$ cat src/rtl/cpu_clk_ctrl.sv
// Run/step/halt controller producing the CPU clock from sysclk with a programmable divider.
// Optional cycle counter is built only when CPU_CLK_CTRL_CYCLE_CNT_EN is defined.
module cpu_clk_ctrl #(
  parameter int DIV_W = 8,
  parameter int CNT_W = 32
) (
  input  logic             sysclk,
  input  logic             reset,
  input  logic [DIV_W-1:0] div,
  input  logic             run_req,
  input  logic             step_req,
  input  logic             halt_req,
  output logic             clk,
  output logic             cpu_tick,
  output logic [1:0]       state,
  output logic [CNT_W-1:0] cycle_cnt
);

  typedef enum logic [1:0] {
    S_HALT  = 2'd0,
    S_RUN   = 2'd1,
    S_STEP  = 2'd2,
    S_DRAIN = 2'd3
  } st_t;

  st_t              st;
  logic [DIV_W-1:0] cnt;
  logic [DIV_W-1:0] div_q;
  logic             halted;
  logic             step_q;

  logic toggle;
  logic rise;
  logic step_edge;
  logic stop;

  assign toggle    = (cnt == div_q);
  assign rise      = toggle && !clk && (st != S_HALT);
  assign step_edge = step_req && !step_q;
  assign stop      = halt_req || !run_req;
  assign state     = st;

  always_ff @(posedge sysclk) begin
    if (reset) begin
      st       <= S_HALT;
      clk      <= 1'b1;
      cpu_tick <= 1'b0;
      cnt      <= '0;
      div_q    <= '0;
      halted   <= 1'b0;
      step_q   <= 1'b0;
    end else begin
      cpu_tick <= rise;
      step_q   <= step_req;
      // a breakpoint latches until the host drops run_req
      if (!run_req)
        halted <= 1'b0;
      else if (st == S_RUN && halt_req)
        halted <= 1'b1;

      case (st)
        S_HALT: begin
          cnt <= '0;
          clk <= 1'b1;
          if (run_req && !halted) begin
            st    <= S_RUN;
            div_q <= div;
          end else if (step_edge) begin
            st    <= S_STEP;
            div_q <= div;
          end
        end
        S_RUN: begin
          if (toggle) begin
            clk   <= ~clk;
            cnt   <= '0;
            div_q <= div;
            // stopping on a rising toggle completes the cycle directly
            if (stop)
              st <= clk ? S_DRAIN : S_HALT;
          end else begin
            cnt <= cnt + 1'b1;
            if (stop) begin
              if (clk) begin
                st  <= S_HALT;
                cnt <= '0;
              end else begin
                st <= S_DRAIN;
              end
            end
          end
        end
        default: begin
          // STEP and DRAIN both run to the next rising toggle, then halt
          if (toggle) begin
            clk   <= ~clk;
            cnt   <= '0;
            div_q <= div;
            if (!clk)
              st <= S_HALT;
          end else begin
            cnt <= cnt + 1'b1;
          end
        end
      endcase
    end
  end

`ifdef CPU_CLK_CTRL_CYCLE_CNT_EN
  always_ff @(posedge sysclk) begin
    if (reset)
      cycle_cnt <= '0;
    else if (rise)
      cycle_cnt <= cycle_cnt + 1'b1;
  end
`else
  assign cycle_cnt = '0;
`endif

endmodule
$ cat config.mk
export PLATFORM = sky130hd
export DESIGN_NAME = cpu_clk_ctrl
export DESIGN_NICKNAME = d
export VERILOG_FILES = /design/src/rtl/cpu_clk_ctrl.sv
export SDC_FILE = /design/constraint.sdc
export NUM_CORES = 1
export LEC_CHECK = 0
export ABC_AREA = 1
export CORE_MARGIN = 4
export CORE_UTILIZATION = 32
export CTS_BUF_LIST = sky130_fd_sc_hd__clkbuf_2 sky130_fd_sc_hd__clkbuf_4 sky130_fd_sc_hd__clkbuf_8
export CTS_CLUSTER_SIZE = 40
export DETAILED_ROUTE_END_ITERATION = 12
export MAX_ROUTING_LAYER = met4
export SYNTH_ARGS = -nofsm -noshare
export SYNTH_HDL_FRONTEND = slang
export SYNTH_SLANG_ARGS = --single-unit
$ cat constraint.sdc
create_clock -name sysclk -period 1.69 [get_ports sysclk]
set_input_delay 0.338 -clock sysclk [delete_from_list [all_inputs] [get_ports sysclk]]
set_output_delay 0.338 -clock sysclk [all_outputs]
set_load 0.005 [all_outputs]
After elaboration in Yosys (flattened, before gate mapping)
Index checks and enable logic that the tools add are counted.
- logic and storage cells: 52
- ROM bits: 0
- bits in latches: 0
- output and inout bits: 36
- input bits: 13
- memories kept: 0
- memory bits (writable): 0
- register bits: 22
- add/sub/neg operators: 1
- magnitude comparators: 0
- divide/modulo/power cells: 0
- reduce and logical (&&, ||, !) cells: 18
- eq/ne operators: 5
- multipliers: 0
- shift-type cells: 0
- mux-type cells: 19
- bitwise operators: 2
- operators with widths (cell ; count):
    8-bit 2-to-1 mux ; 8
    2-bit 2-to-1 mux ; 9
    8-bit case mux with 2 select lines ; 1
    8-bit by 1-bit adder with 8-bit output (second input constant) ; 1
    8-bit == test ; 1
    1-bit logical AND ; 5
    1-bit logical NOT ; 4
    2-bit case mux with 2 select lines ; 1
    4-bit AND reduction ; 1
    2-bit nonzero test ; 2
    2-bit OR reduction ; 2
    3-bit by 1-bit != test with 1-bit output (second input constant) ; 1
    3-bit != test (second input constant) ; 1
    3-bit nonzero test ; 1
    2-bit by 1-bit == test with 1-bit output (second input constant) ; 1
    2-bit logical NOT ; 1
    2-bit != test (second input constant) ; 1
    1-bit NOT ; 2
    2-bit AND reduction ; 1
    1-bit logical OR ; 1

Logic depth before layout (Yosys ltp)
Gate-level depths: netlist (run 1).
- word-level depth: 5
- gate-level depth with buffers: 14
- mapped depth without buffers: 14

Worst setup path before layout (run 1)
Ideal clock, no wire load.
- kind: reg2reg
- from: register cnt[3]
- to: register st[0], in the netlist state[0]
- data required time: 1.575 ns
- stages on the path, launching flop included: 13
- clock period less this slack: 1.656 ns
- buffers on the path: 0
- setup time: 0.115 ns
- arrival: 1.541 ns
- slack: 0.034 ns
- path through: dfxtp_1 > xnor2_1 > nand2_1 > nor2_4 > nand2_1 > inv_1 > ha_1 > inv_1 > nor2_1 > a31oi_1 > nand3_1 > nand2_1 > nor2_1
- cells in the longest elaborated chain, start to end: 3
- elaborated cells on any way between the ends: 5
- classes of those cells: eq/ne: 1; mux: 2; reduce/logical: 2
- RTL lines (what ; RTL line ; source):
    start: declaration ; 27 ; logic [DIV_W-1:0] cnt;
    start signal: assignment ; 82 ; cnt <= cnt + 1'b1;
    start signal: assignment ; 102 ; cnt <= cnt + 1'b1;
    8-bit == test (*) ; 37 ; assign toggle = (cnt == div_q);
    2-bit 2-to-1 mux or 3-bit nonzero test (tied branches) ; - ;
    2-bit case mux with 2 select lines or 4-bit AND reduction (tied branches) ; - ;
    end signal: assignment ; 80 ; st <= clk ? S_DRAIN : S_HALT;
    end: declaration ; 26 ; st_t st;
Every way passes the cells marked *; elsewhere a longest branch is shown, timed or not.
A chain may end at the register's enable or synchronous reset.

Worst setup path after layout (run 1)
- from: register st[0], in the netlist state[0]
- to: output state[0]
- RTL lines (what ; RTL line ; source):
    end: declaration ; 15 ; output logic [1:0] state,
No word-level cell between the ends.

==> results of run 1 <==
-- power breakdown --
part	switching (uW)	total (uW)	internal [uW]
combinational	581	1060	481
clock	170	486	316
sequential	108	746	639
-- synth_stat cells (2+ instances only) --
cell type,instances
dfxtp_1,22
nor2_4,2
a31oi_1,2
nand2_1,38
nor2_2,2
o21ai_0,4
inv_1,18
nor2_1,14
buf_4,32
xnor2_1,7
nand3_1,12
xor2_1,2
a21oi_1,9
ha_1,2
-- worst register-to-register path, delay by kind of cell, from the launching register on --
family	cells	cell delay, ps
AO/OA/AOI/OAI	1	130
flip-flops	1	370
AND/OR/NAND/NOR	7	510
XOR/XNOR	1	130
adder cells (fa/ha/maj)	1	200
buffers and inverters	2	140
-- through the flow --
stage	total power, uW	utilization	area (sq um)
2_1_floorplan	1451	-	1440
3_3_place_gp	1717	0.3735	1494
3_5_place_dp	1728	0.3735	1494
4_1_cts	2218	0.3913	1565
5_1_grt	2500	0.4044	1618
6_report	2294	0.4044	1618
-- kinds of logic after synthesis --
| group | Yosys count | share of synthesized area |
|---|---|---|
| other cells | 1 | 0.002833 |
| buf+inv | 52 | 0.2382 |
| simple gates | 75 | 0.2694 |
| compound gates | 17 | 0.07844 |
| fa+ha+maj | 2 | 0.01890 |
| flops | 22 | 0.3327 |
| xor+xnor | 9 | 0.05955 |
-- flip-flops by register name (all words and copies together), names as in the netlist --
register  count
halted        1
cpu_tick      1
div_q         8
clk           1
cnt           8
state         2
step_q        1
-- timing repair --
action / 4_1_cts / 5_1_grt
endpoints found under the setup margin: 0 / 2
gates resized for setup: 0 / 22
buffers inserted: 0 / 1
-- final cells by class --
cell class                 instances  area share
clock buffer                       3     0.02552
tap                               50     0.03867
sequential                        22      0.2831
timing repair buffer              27      0.1500
inverter                          19     0.04408
clock inverter                     1     0.01856
multi-input combinational        135      0.4401
-- final timing paths --
kind	to	startpoint
hold reg to reg	clk$_SDFFE_PP1P_	clk$_SDFFE_PP1P_
setup / recovery	state[0]	state[0]$_SDFFE_PP0P_
setup reg to reg	state[0]$_SDFFE_PP0P_	cnt[3]$_SDFF_PP0_
hold / removal	clk$_SDFFE_PP1P_	clk$_SDFFE_PP1P_
-- per-layer routing --
metal,vias to the layer above,track usage,wire [um]
met5,-,-,0
met4,0,0.01253,12
met3,2,0.03047,183
met2,34,0.1517,982
met1,433,0.1277,1226
li1,553,-,-
-- cell usage in the layout (no fill, tap or decap), types with 3 or more instances in the layout --
| master | instances |
|---|---|
| clkdlybuf4s50_1 | 16 |
| dfxtp_2 | 14 |
| a21oi_1 | 9 |
| conb_1 | 32 |
| o21ai_1 | 3 |
| nand3_1 | 12 |
| xnor2_1 | 5 |
| buf_4 | 11 |
| clkbuf_8 | 3 |
| inv_2 | 4 |
| dfxtp_1 | 8 |
| nand2_1 | 38 |
| nor2_1 | 14 |
| inv_1 | 15 |
==> metrics.md, run 1 <==
| Metric | Value |
|---|---|
| Vias in the first global route | `915` |
| Io pins | `49` |
| Clock sink total | `22` |
| Critical path data required time | `between 1000 and 1500 ps` |
| Synth Area per Inst | `7.437 sq um` |
| Multi-input gate area | `711.9 sq um` |
| Max Slew Vio Count | `0` |
| Hold_buf cts | `0` |
| Total Wirelength | `2404 um` |
| Hold Path Depth | `2` |
| Overall die height | `72.32 um` |
| Fraction of registers with async set/reset | `0` |
| FILL cells | `436` |
| Max FO, Critical Path | `5` |
| Post-route setup slack | `108.1 ps` |
| Max VDD drop | `approximately 0.67 mV` |
| Fin nets | `223` |
| Clk_skew | `1.589 ps` |
| DRT antenna net count | `0` |
| CP top delay family | `buffers and inverters` |
| Max Cap Violations | `0` |
| Final period util | `0.9360` |
| Die area | `5229 sq um` |
| Vias/cell | `3.977` |
| Die width | `just over 70 um` |
| Leakage power | `just over 0.0007 uW` |
| CP endpoint kind | `output pin` |
| TritonRoute pass-1 iters | `4` |
| Routed vias | `around 1000` |
| Post-Syn Area | `1324 sq um` |
| Final Hold Fails | `0` |
| Buf/Inv on CP | `1` |
| Top FF cell, synth | `dfxtp_1` |
| Synth area leaders | `dfxtp_1 33%, buf_4 18%, nand2_1 11%, inv_1 5.1%, xnor2_1 4.6%` |
| Placed Cells | `252` |
| Power Dens Cells | `1418 nW/um^2` |
| DR iter-0 viols | `34` |
| Hold slack | `between 400 and 500 ps` |
| Nature of the critical path startpoint | `flop` |
| Detailed placer's ending HPWL | `around 1900 um` |
| Period minus WS final | `1582 ps` |
| Port Buffers | `16` |
| Final setup vio count | `0` |
| Critical Path Slowest Stage Cell | `clkdlybuf4s50_1` |
| Crit path DAT | `1240 ps` |
| Share of cells above drive strength 1 | `0.2126` |
| Effective utilization at floorplan | `0.3309` |
| Register Area | `457.9 sq um` |
| Post-synth top area share | `0.3327` |
| Largest net degree at the start of global routing | `14` |
| Post-synth cell types | `26` |
| Gr ovfl total | `0` |
| Non-filler cells, final | `between 200 and 300` |
| RSZ-0062 raised after global routing | `no` |
| H-tree depth | `1` |
| Antenna Cells | `0` |
| CTS root buf | `clkbuf_8` |
| Number of synthesized flops with an enable pin | `0` |
| Register area share after synthesis | `0.3327` |
| Reg2reg path depth | `12` |
| Post-Syn Instances | `between 150 and 200` |
| Area Overhead vs Synth | `22.21%` |
| GPL Wtd Cong | `between 0.8 and 0.9` |
| Yosys warns | `0` |
| Rows | `23` |
| Post-DR wirelength/cell | `9.354 um` |
| Critical path type | `reg -> out` |
| Overall routing resource usage | `0.09747` |
| Initial antenna violation count | `0` |
| Synth area leader | `dfxtp_1` |
| Worst-path cell chain | `clkdlybuf4s50_1` |
| First-pass GRT wire length | `3939 um` |
| Seq cells post-synth | `22` |
| Status | `completed` |
| Fmax | `between 0.6 and 0.7 GHz` |
| Reg-to-reg setup timing slack | `120 ps` |
| Num CTS Buffers | `3` |
| CP max stage delay | `about 540 ps` |
| Setup TNS | `0 ps` |
| Deepest clock path buffer count | `2` |
| Worst hold path type | `reg -> reg` |
| CTS tree | `built` |
| Residual DRC | `0` |
| Worst slack, placed | `-4.287 ps` |
| Worst-Skew Late Latency | `approximately 260 ps` |
| Core footprint | `4000 sq um` |
| WP depth | `1` |
| Worst-path clk slew | `80 ps` |
No activity file was read; power rests on OpenSTA's default activity.
==> run 2: changes to the inputs <==
--- a/config.mk
+++ b/config.mk
@@ -6,6 +6,7 @@
 export NUM_CORES = 1
 export LEC_CHECK = 0
 export ABC_AREA = 1
+export CORE_ASPECT_RATIO = 0.9
 export CORE_MARGIN = 4
 export CORE_UTILIZATION = 32
 export CTS_BUF_LIST = sky130_fd_sc_hd__clkbuf_2 sky130_fd_sc_hd__clkbuf_4 sky130_fd_sc_hd__clkbuf_8
==> metrics.md, run 2 (synthesized netlist as in run 1, its figures left out) <==
| Metric | Value |
|---|---|
| Non-filler cells, final | `254 (was 257)` |
| Max FO, Critical Path | `5 (unchanged)` |
| Die area | `5231 sq um (was 5229 sq um)` |
| Critical path data required time | `1350 ps (about the same)` |
| GR met2 Demand/Resource | `0.1502 (was 0.1517)` |
| Psw | `920.0 uW (was 857.8 uW)` |
| Switching Share | `0.4037 (was 0.3740)` |
| Max Slew Vio Count | `0 (unchanged)` |
| Power Dens Cells | `1423 nW/um^2 (was 1418 nW/um^2)` |
| Detailed placer's ending HPWL | `1952 um (was 1914 um)` |
| Max Cap Violations | `0 (unchanged)` |
| Overall routing resource usage | `0.09864 (was 0.09747)` |
| Crit path DAT | `1240 ps (about the same)` |
| Antenna Cells | `0 (unchanged)` |
| DR iter-0 viols | `36 (was 34)` |
| Vias/cell | `4.098 (was 3.977)` |
| Post-route setup slack | `109.0 ps (was 108.1 ps)` |
| Period minus WS final | `1581 ps (was 1582 ps)` |
| Clock sink total | `22 (unchanged)` |
| Clk_skew | `4.193 ps (was 1.589 ps)` |
| Setup TNS | `0 ps (unchanged)` |
| Worst-Skew Late Latency | `260 ps (about the same)` |
| Gr ovfl total | `0 (unchanged)` |
| Effective utilization at floorplan | `0.3427 (was 0.3309)` |
| Final setup vio count | `0 (unchanged)` |
| CP endpoint kind | `output pin (unchanged)` |
| Largest net degree at the start of global routing | `13 (was 14)` |
| Leakage power | `0.0007106 uW (was 0.0007203 uW)` |
| Port Buffers | `16 (unchanged)` |
| CP top delay family | `buffers and inverters (unchanged)` |
| Buf/Inv on CP | `1 (unchanged)` |
| First-pass GRT wire length | `3981 um (was 3939 um)` |
| TritonRoute pass-1 iters | `4 (unchanged)` |
| Residual DRC | `0 (unchanged)` |
| Post-DR wirelength/cell | `9.902 um (was 9.354 um)` |
| Fin nets | `224 (was 223)` |
| Area Overhead vs Synth | `20.98% (was 22.21%)` |
| Fmax | `0.6325 GHz (was 0.6322 GHz)` |
| Placed Cells | `249 (was 252)` |
| Overall die height | `69.02 um (was 72.32 um)` |
| Post-Place Cell Area | `1496 sq um (was 1494 sq um)` |
| Die width | `75.80 um (was 72.32 um)` |
| Met1 Track Usage GR | `0.1247 (was 0.1277)` |
| Final period util | `0.9355 (was 0.9360)` |
| Io pins | `49 (unchanged)` |
| Int Power | `1359 uW (was 1436 uW)` |
| CTS root buf | `clkbuf_8 (unchanged)` |
| Rows | `21 (was 23)` |
| H-tree depth | `1 (unchanged)` |
| Routed vias | `1041 (was 1022)` |
| Commonest non-fill, non-tap cell in the layout | `nand2_1 (unchanged)` |
| Core footprint | `3862 sq um (was 4000 sq um)` |
| Vias in the first global route | `892 (was 915)` |
| Share of cells above drive strength 1 | `0.1923 (was 0.2126)` |
| Nature of the critical path startpoint | `flop (unchanged)` |
| Initial antenna violation count | `0 (unchanged)` |
| CTS tree | `built (unchanged)` |
| Post-route design area | `1602 sq um (was 1618 sq um)` |
| Critical Path Slowest Stage Cell | `clkdlybuf4s50_1 (unchanged)` |
| Worst hold path type | `reg -> reg (unchanged)` |
| Critical path type | `reg -> out (unchanged)` |
| Commonest non-fill, non-tap cells in the layout | `34 x nand2_1, 32 x conb_1, 16 x dfxtp_1, 16 x clkdlybuf4s50_1, 15 x inv_1 (was 38 x nand2_1, 32 x conb_1, 16 x clkdlybuf4s50_1)` |
| Hold_buf cts | `0 (unchanged)` |
| Worst-path cell chain | `clkdlybuf4s50_1 (unchanged)` |
| Deepest clock path buffer count | `2 (unchanged)` |
| Seq pwr share | `0.317 (was 0.325)` |
| GPL Wtd Cong | `0.8089 (was 0.8580)` |
| Worst-path clk slew | `80 ps (about the same)` |
| Status | `completed (unchanged)` |
| Final Hold Fails | `0 (unchanged)` |
| Worst slack, placed | `5.746 ps (was -4.287 ps)` |
| Total Wirelength | `2515 um (was 2404 um)` |
| Gate power share | `0.516 (was 0.463)` |
| Gr busiest metal | `met2 (unchanged)` |
| M3 GR Usage | `0.03343 (was 0.03047)` |
| Max VDD drop | `0.6343 mV (was 0.6744 mV)` |
| Total power | `2279 uW (was 2294 uW)` |
| DRT antenna net count | `0 (unchanged)` |
| Clk pwr share | `0.167 (was 0.212)` |
| CP max stage delay | `540 ps (about the same)` |
| Num CTS Buffers | `3 (unchanged)` |
run 2: changes by cell type in the layout (fill, tap and decap cells not counted), sizes merged:
cell	previous run	this run
buf	11	12
bufinv	1	0
clkbuf	3	4
run 2: cell type report:
cell class	instances	area, sq um
fillers	417	2261
repair buffers	28	250.2
multi-input cells	135	719.4
clock buffers	4	55.05
inverters	19	71.32
well taps	46	57.56
flip-flops and latches	22	447.9
run 2: final timing paths:
kind                    startpoint                    end  slack [ps]  depth (start not counted)
max          state[0]$_SDFFE_PP0P_               state[0]         110                          1
min               clk$_SDFFE_PP1P_       clk$_SDFFE_PP1P_         490                          2
max reg2reg  div_q[4]$_SDFFE_PP0P_  state[0]$_SDFFE_PP0P_         120                         12
min reg2reg       clk$_SDFFE_PP1P_       clk$_SDFFE_PP1P_         490                          2
run 2: layer usage:
metal  up-vias  part of all wire
met5         -                 0
met4         0            0.0044
met3         2             0.072
met2        28              0.47
met1       458              0.45
li1        553                 -
run 2: timing repair:
action / CTS / global route
endpoints found under the setup margin: 0 / 2
gates resized for setup: 0 / 18
setup buffers: 0 / 1
run 2: power groups by stage:
stage                     Sequential, uW  Clock, uW  Combinational, uW
after floorplan                      720          0                731
after global placement               727          0               1050
after detailed placement             731          0               1060
after CTS                            718        399               1060
after global routing                 739        417               1330
final                                722        381               1180
run 2: through the flow:
| step | util | hold slack (ps) |
|---|---|---|
| final | 0.4146 | 491.7 |
| after global routing | 0.4146 | 517.6 |
| after floorplan | - | 407.1 |
| after global placement | 0.3874 | 476.9 |
| after CTS | 0.4017 | 493.9 |
| after detailed placement | 0.3874 | 472.5 |
